### src/rtl/cdi_mem_pkg.sv
// Shared types and constants for the CD-i external memory arbiter.
package cdi_mem_pkg;

    localparam int ADDR_W = 24;

    // Read data returned to the owner when a read is abandoned by the watchdog
    localparam logic [15:0] TIMEOUT_RDATA = 16'hFFFF;

    typedef enum logic [1:0] {
        REQ_VID = 2'd0,
        REQ_CPU = 2'd1,
        REQ_DL  = 2'd2
    } req_id_t;

    typedef enum logic [1:0] {
        IDLE  = 2'd0,
        ISSUE = 2'd1,
        WAIT  = 2'd2,
        DONE  = 2'd3
    } arb_state_t;

    typedef struct packed {
        logic              we;
        logic [ADDR_W-1:0] addr;
        logic [15:0]       wdata;
        logic [1:0]        be;
    } mem_cmd_t;

endpackage

### src/rtl/cdi_arb_watchdog.sv
// WAIT-state cycle counter with a sticky error flag. Only instantiated when
// the arbiter is built with CDI_ARB_TIMEOUT_EN.
module cdi_arb_watchdog #(
    parameter int TIMEOUT = 255
) (
    input  logic clk,
    input  logic reset,
    input  logic clear_i,   // arbiter is entering WAIT this cycle
    input  logic wait_i,    // arbiter is in WAIT
    input  logic rvalid_i,  // a real completion beats the timeout
    output logic expire_o,
    output logic err_o
);

    localparam int CNT_W = ($clog2(TIMEOUT + 1) > 8) ? $clog2(TIMEOUT + 1) : 8;

    logic [CNT_W-1:0] cnt_q, cnt_d;
    logic             err_q, err_d;

    // The counter equals the number of WAIT cycles already spent
    assign expire_o = wait_i && !rvalid_i && (cnt_q == CNT_W'(TIMEOUT));
    assign err_o    = err_q;

    // Next-state: clear on WAIT entry, count while waiting, latch any expiry
    always_comb begin
        cnt_d = cnt_q;
        err_d = err_q | expire_o;
        if (clear_i) begin
            cnt_d = '0;
        end else if (wait_i) begin
            cnt_d = cnt_q + 1'b1;
        end
    end

    // Counter and sticky flag registers
    always_ff @(posedge clk or posedge reset) begin
        if (reset) begin
            cnt_q <= '0;
            err_q <= 1'b0;
        end else begin
            cnt_q <= cnt_d;
            err_q <= err_d;
        end
    end

endmodule

### src/rtl/cdi_mem_arbiter.sv
// Three-way arbiter for the single 16-bit external memory port.
// Video has fixed priority; CPU and download alternate round-robin.
// Optional WAIT timeout + sticky err: define CDI_ARB_TIMEOUT_EN.
module cdi_mem_arbiter
    import cdi_mem_pkg::req_id_t, cdi_mem_pkg::REQ_VID, cdi_mem_pkg::REQ_CPU,
           cdi_mem_pkg::REQ_DL, cdi_mem_pkg::arb_state_t, cdi_mem_pkg::IDLE,
           cdi_mem_pkg::ISSUE, cdi_mem_pkg::WAIT, cdi_mem_pkg::DONE,
           cdi_mem_pkg::TIMEOUT_RDATA;
#(
    parameter int ADDR_W  = 24,
    parameter int TIMEOUT = 255
) (
    input  logic              clk,
    input  logic              reset,
    input  logic              vid_req,
    input  logic              cpu_req,
    input  logic              dl_req,
    input  logic              vid_we,
    input  logic              cpu_we,
    input  logic              dl_we,
    input  logic [ADDR_W-1:0] vid_addr,
    input  logic [ADDR_W-1:0] cpu_addr,
    input  logic [ADDR_W-1:0] dl_addr,
    input  logic [15:0]       vid_wdata,
    input  logic [15:0]       cpu_wdata,
    input  logic [15:0]       dl_wdata,
    input  logic [1:0]        vid_be,
    input  logic [1:0]        cpu_be,
    input  logic [1:0]        dl_be,
    output logic              vid_ack,
    output logic              cpu_ack,
    output logic              dl_ack,
    output logic [15:0]       vid_rdata,
    output logic [15:0]       cpu_rdata,
    output logic [15:0]       dl_rdata,
    output logic              mem_valid,
    output logic              mem_we,
    output logic [ADDR_W-1:0] mem_addr,
    output logic [15:0]       mem_wdata,
    output logic [1:0]        mem_be,
    input  logic              mem_ready,
    input  logic              mem_rvalid,
    input  logic [15:0]       mem_rdata,
    output logic              err
);

    arb_state_t        state_q, state_d;
    req_id_t           owner_q, grant_d;
    logic              take_d;          // latch a new command this cycle
    logic              rr_cpu_last_q;   // 1: CPU was the last of CPU/DL served
    logic              we_q;
    logic [ADDR_W-1:0] addr_q;
    logic [15:0]       wdata_q;
    logic [1:0]        be_q;
    logic              sel_we;
    logic [ADDR_W-1:0] sel_addr;
    logic [15:0]       sel_wdata;
    logic [1:0]        sel_be;
    logic              timeout_hit;
    logic              rdata_wr;
    logic [15:0]       rdata_fill;
    logic [2:0]        ack_vec;
    logic [47:0]       rdata_all;

    // Next-state and grant selection
    always_comb begin
        state_d = state_q;
        grant_d = owner_q;
        take_d  = 1'b0;
        case (state_q)
            IDLE: begin
                if (vid_req) begin
                    grant_d = REQ_VID;
                    take_d  = 1'b1;
                end else if (cpu_req && dl_req) begin
                    grant_d = rr_cpu_last_q ? REQ_DL : REQ_CPU;
                    take_d  = 1'b1;
                end else if (cpu_req) begin
                    grant_d = REQ_CPU;
                    take_d  = 1'b1;
                end else if (dl_req) begin
                    grant_d = REQ_DL;
                    take_d  = 1'b1;
                end
                if (take_d) state_d = ISSUE;
            end
            ISSUE:   if (mem_ready) state_d = WAIT;
            WAIT:    if (mem_rvalid || timeout_hit) state_d = DONE;
            DONE:    state_d = IDLE;
            default: state_d = IDLE;
        endcase
    end

    // Field mux for the requester being granted
    always_comb begin
        sel_we    = cpu_we;
        sel_addr  = cpu_addr;
        sel_wdata = cpu_wdata;
        sel_be    = cpu_be;
        case (grant_d)
            REQ_VID: begin
                sel_we = vid_we; sel_addr = vid_addr; sel_wdata = vid_wdata; sel_be = vid_be;
            end
            REQ_DL: begin
                sel_we = dl_we; sel_addr = dl_addr; sel_wdata = dl_wdata; sel_be = dl_be;
            end
            default: ;
        endcase
    end

    // State, owner, round-robin pointer and latched command
    always_ff @(posedge clk or posedge reset) begin
        if (reset) begin
            state_q       <= IDLE;
            owner_q       <= REQ_VID;
            rr_cpu_last_q <= 1'b1;
            we_q          <= 1'b0;
            addr_q        <= '0;
            wdata_q       <= '0;
            be_q          <= '0;
        end else begin
            state_q <= state_d;
            if (take_d) begin
                owner_q <= grant_d;
                we_q    <= sel_we;
                addr_q  <= sel_addr;
                wdata_q <= sel_wdata;
                be_q    <= sel_be;
                if (grant_d == REQ_CPU) rr_cpu_last_q <= 1'b1;
                else if (grant_d == REQ_DL) rr_cpu_last_q <= 1'b0;
            end
        end
    end

    assign mem_valid = (state_q == ISSUE);
    assign mem_we    = we_q;
    assign mem_addr  = addr_q;
    assign mem_wdata = wdata_q;
    assign mem_be    = be_q;

    // Writes complete without touching the owner's read data
    assign rdata_wr   = (state_q == WAIT) && (mem_rvalid || timeout_hit) && !we_q;
    assign rdata_fill = mem_rvalid ? mem_rdata : TIMEOUT_RDATA;

    for (genvar gi = 0; gi < 3; gi++) begin : g_req
        logic [15:0] rdata_q;

        // Per-requester read data holding register
        always_ff @(posedge clk or posedge reset) begin
            if (reset) begin
                rdata_q <= '0;
            end else if (rdata_wr && (owner_q == req_id_t'(gi))) begin
                rdata_q <= rdata_fill;
            end
        end

        assign rdata_all[gi*16 +: 16] = rdata_q;
        assign ack_vec[gi]            = (state_q == DONE) && (owner_q == req_id_t'(gi));
    end

    assign vid_rdata = rdata_all[15:0];
    assign cpu_rdata = rdata_all[31:16];
    assign dl_rdata  = rdata_all[47:32];
    assign vid_ack   = ack_vec[0];
    assign cpu_ack   = ack_vec[1];
    assign dl_ack    = ack_vec[2];

`ifdef CDI_ARB_TIMEOUT_EN
    cdi_arb_watchdog #(
        .TIMEOUT (TIMEOUT)
    ) u_watchdog (
        .clk      (clk),
        .reset    (reset),
        .clear_i  ((state_q == ISSUE) && mem_ready),
        .wait_i   (state_q == WAIT),
        .rvalid_i (mem_rvalid),
        .expire_o (timeout_hit),
        .err_o    (err)
    );
`else
    // Without the watchdog WAIT blocks until the controller responds
    logic unused_timeout;
    assign unused_timeout = (TIMEOUT == 0);
    assign timeout_hit    = 1'b0;
    assign err            = 1'b0;
`endif

endmodule

### config.mk
export PLATFORM = sky130hd
export DESIGN_NAME = cdi_mem_arbiter
export DESIGN_NICKNAME = d
export VERILOG_FILES = /design/src/rtl/cdi_mem_pkg.sv /design/src/rtl/cdi_arb_watchdog.sv /design/src/rtl/cdi_mem_arbiter.sv
export SDC_FILE = /design/constraint.sdc
export NUM_CORES = 1
export LEC_CHECK = 0
export ABC_AREA = 1
export BUFFER_PORTS_ARGS = -buffer_cell sky130_fd_sc_hd__buf_2
export CORE_ASPECT_RATIO = 2
export CORE_MARGIN = 5
export CORE_UTILIZATION = 35
export CTS_CLUSTER_DIAMETER = 80
export DETAILED_ROUTE_END_ITERATION = 8
export PLACE_DENSITY_LB_ADDON = 0.12
export SYNTH_ARGS = -nofsm -noshare
export SYNTH_HDL_FRONTEND = slang
export SYNTH_SLANG_ARGS = --single-unit
### constraint.sdc
create_clock -name clk -period 3.24 [get_ports clk]
set_clock_uncertainty 0.15 [all_clocks]
set_input_delay 0.162 -clock clk [delete_from_list [all_inputs] [get_ports clk]]
set_output_delay 0.162 -clock clk [all_outputs]
set_load 0.05 [all_outputs]
==> results.yml <==
sta:
  slew_headroom: 0.421
  finalCriticalPeriod_ps: 2890
  clock.fmax_ghz: 0.346
  slew_violations: 0
  setup_viol: 0
  rsz0062_at_grt: "false"
  whs_ps: 4.56
  period_share: 0.892
  max_slew.worst_pin.slew_ps: 867
  hold_viol: 0
  setup_tns_ps: 0
detailed_routing:
  via_count: 5187
  avgRoutedWirePerCell_um: 14.8
  wl_um: 16600
  drt_iter0_drc: 192
  drc_errors: 0
  vias_per_cell: 4.64
  drt_first_pass_iters: 4
  postRouteAntennaNets: 0
setup_path:
  worstPathMaxFanout: 30
  cp-start-kind: "flop"
  crit_top_cell: "nand2_1"
  critical_path_class: "reg2reg"
  crit_arrival_ps: 3020
  end_kind: "flop"
  crit_buf_inv: 4
  reg2reg_slack_ps: 350
  reg2reg_from: "state_q[0]$_DFFE_PP0P_"
  ff2ff_path_depth: 12
  cp_top_family: "simple AND/OR/NAND/NOR gates"
  slowest_stage: "dlygate4sd3_1"
  r2r_end: "mem_wdata[3]$_DFFE_PP0P_"
  required_ps: 3370
  max_stage_delay_ps: 540
  path_cells: "inv_1 -> ha_1 -> nand2_1 -> nor2_1 -> nand2_1 -> nand2_2 -> buf_12 -> nand3_1 -> nand3_1 -> dlygate4sd3_1 -> nand2_1 -> inv_1"
power:
  comb_power_share: 0.601
  p_clk_frac: 0.153
  switching_share: 0.537
  p_per_area_nw_per_um2: 1140
  vdd_drop_max_v: 0.000592
  net-switching-power_uw: 4510
  p_leak_uw: 0.00412
  p_int_uw: 3880
  seqPwrFrac: 0.246
clock_network:
  clk_pin_slew_ps: 70
  postCtsSetupRepairBufs: 0
  ctsHtreeMaxLevel: 3
  cts_tree: "done"
  numCtsBuffers: 9
  cts_sinks: 96
  clock_path_buffers: 2
  clk_latency_ps: 340
  ctsResizeCount: 0
  clockRootBuffer: "clkbuf_16"
worst_hold_path:
  hp-start: "cpu_addr[10]"
  hold_class: "in2reg"
  whs_endpoint: "mem_addr[10]$_DFFE_PP0P_"
  hold_path_depth: 5
placement:
  dp_hpwl_um: 12200
  gp_congestion: 0.812
  dp.cells: 1054
  portBuffers: 246
finish:
  area.growth.synth_to_final_pct: 43.5
  nets: 1079
  drive_gt1_frac: 0.343
  layoutNonFillerInstCount: 1118
  diodes: 0
  final_common_cell: "buf_2"
  most-common-layout-cells: "buf_2 (246), nand2_1 (138), inv_1 (115)"
synth:
  syn_nets: 806
  synth_warnings: 0
  seq_area_frac_synth: 0.470
  avgSynthCellArea_sq_um: 7.88
  netlist_area_sq_um: 5110
  synthCells: 649
  synth_seq_cells: 96
  ys_types: 23
grt:
  grt_pass1_wl_um: 26400
  grt_pass1_vias: 5403
  grt_max_degree: 97
  antenna_found_initial: 0
  grt_overflow_total: 0
  grt_util_all_layers: 0.191
floorplanning:
  rows: 62
  start_util: 0.356
  core_area_sq_um: 14400
  fp.dieH_um: 181
  ioPinCount: 248
  die_w_um: 95.5
  dieArea_sq_um: 17300
job:
  max-cap-violations: 0
outcome:
  status: "completed"
## power by group through the flow
| stage | combinational (uW) | clock, uW | sequential, uW |
|---|---|---|---|
| after floorplan | 2050 | 0 | 3860 |
| after global placement | 4930 | 0 | 2060 |
| after detailed placement | 5020 | 0 | 2080 |
| after CTS | 5100 | 1330 | 2070 |
| after global routing | 5480 | 1380 | 2140 |
| final | 5040 | 1290 | 2060 |
## worst max-delay path by stage
stage,startpoint,endpoint,slack (ps),cells after the start
global placement,state_q[0]$_DFFE_PP0P_,mem_wdata[7]$_DFFE_PP0P_,990,11
detailed placement,state_q[0]$_DFFE_PP0P_,mem_wdata[7]$_DFFE_PP0P_,850,11
global route,state_q[0]$_DFFE_PP0P_,mem_wdata[8]$_DFFE_PP0P_,120,12
CTS,state_q[0]$_DFFE_PP0P_,mem_wdata[3]$_DFFE_PP0P_,340,12
finish,state_q[0]$_DFFE_PP0P_,mem_wdata[3]$_DFFE_PP0P_,350,12
floorplan,reset,cpu_rdata[0]$_DFFE_PP0P_,420,1
## timing repair
item / CTS / global route
hold buffers: 49 / 0
endpoints found under the setup margin: 0 / 0
hold endpoints to repair: 170 / 0
## logic make-up (layout without fill, tap and decap cells)
logic type,after synthesis,in the layout,synth area share
AOI/OAI and AO/OA,98,98,0.0979
adders and majority gates,5,5,0.0122
buffers and inverters,159,436,0.130
DFF,96,96,0.470
other,1,1,0.000734
and+or+nand+nor,290,290,0.289
## Yosys cell counts (all sizes together)
library cell    n  area, sq um
or2             1         8.76
nand3         133          866
nand2         141          539
buf            22          149
dfrtp          95         2380
inv           119          447
ha              5         62.6
conb            1         3.75
dfstp           1         26.3
o21ai          48          240
o21bai          1         7.51
a31oi           3         18.8
nor2            8         30.0
clkbuf         18         67.6
a21oi          46          234
nor3            7         35.0
## worst min-delay path, cell delays in order
cell and delay (ps):
buf_2 80, a21oi_1 60, nand3_1 70, nand2_1 50, inv_1 40
## flip-flops by register name, indices dropped and copies added, names as in the netlist, 2 cells and up
| signal | cells |
|---|---|
| cpu_rdata | 16 |
| owner_q | 2 |
| mem_be | 2 |
| mem_wdata | 16 |
| vid_rdata | 16 |
| dl_rdata | 16 |
| mem_addr | 24 |
| state_q | 2 |
## routing by layer
layer,vias to the layer above,GRT usage,part of all wire
met5,-,0,0
met4,0,0.0673,0.028
met3,27,0.0420,0.075
met2,189,0.346,0.53
met1,2386,0.213,0.37
li1,2585,-,-
## per-stage QoR
step	worst slack [ps]	cell area, sq um	utilization	power (uW)
global placement	987	6480	0.452	6990
CTS	344	7340	0.511	8500
floorplan	424	5110	-	5910
detailed placement	853	6480	0.452	7100
finish	350	7340	0.511	8400
global route	125	7340	0.511	9000
## area by class of cell
type	count	area (sq um)
clock buffer	9	225
clock inverter	6	138
fill	1455	7020
inverter	119	449
multi-input combinational	394	2060
sequential	96	2400
tap	192	240
timing repair buffer	302	1820
No activity file was read; power rests on OpenSTA's default activity.
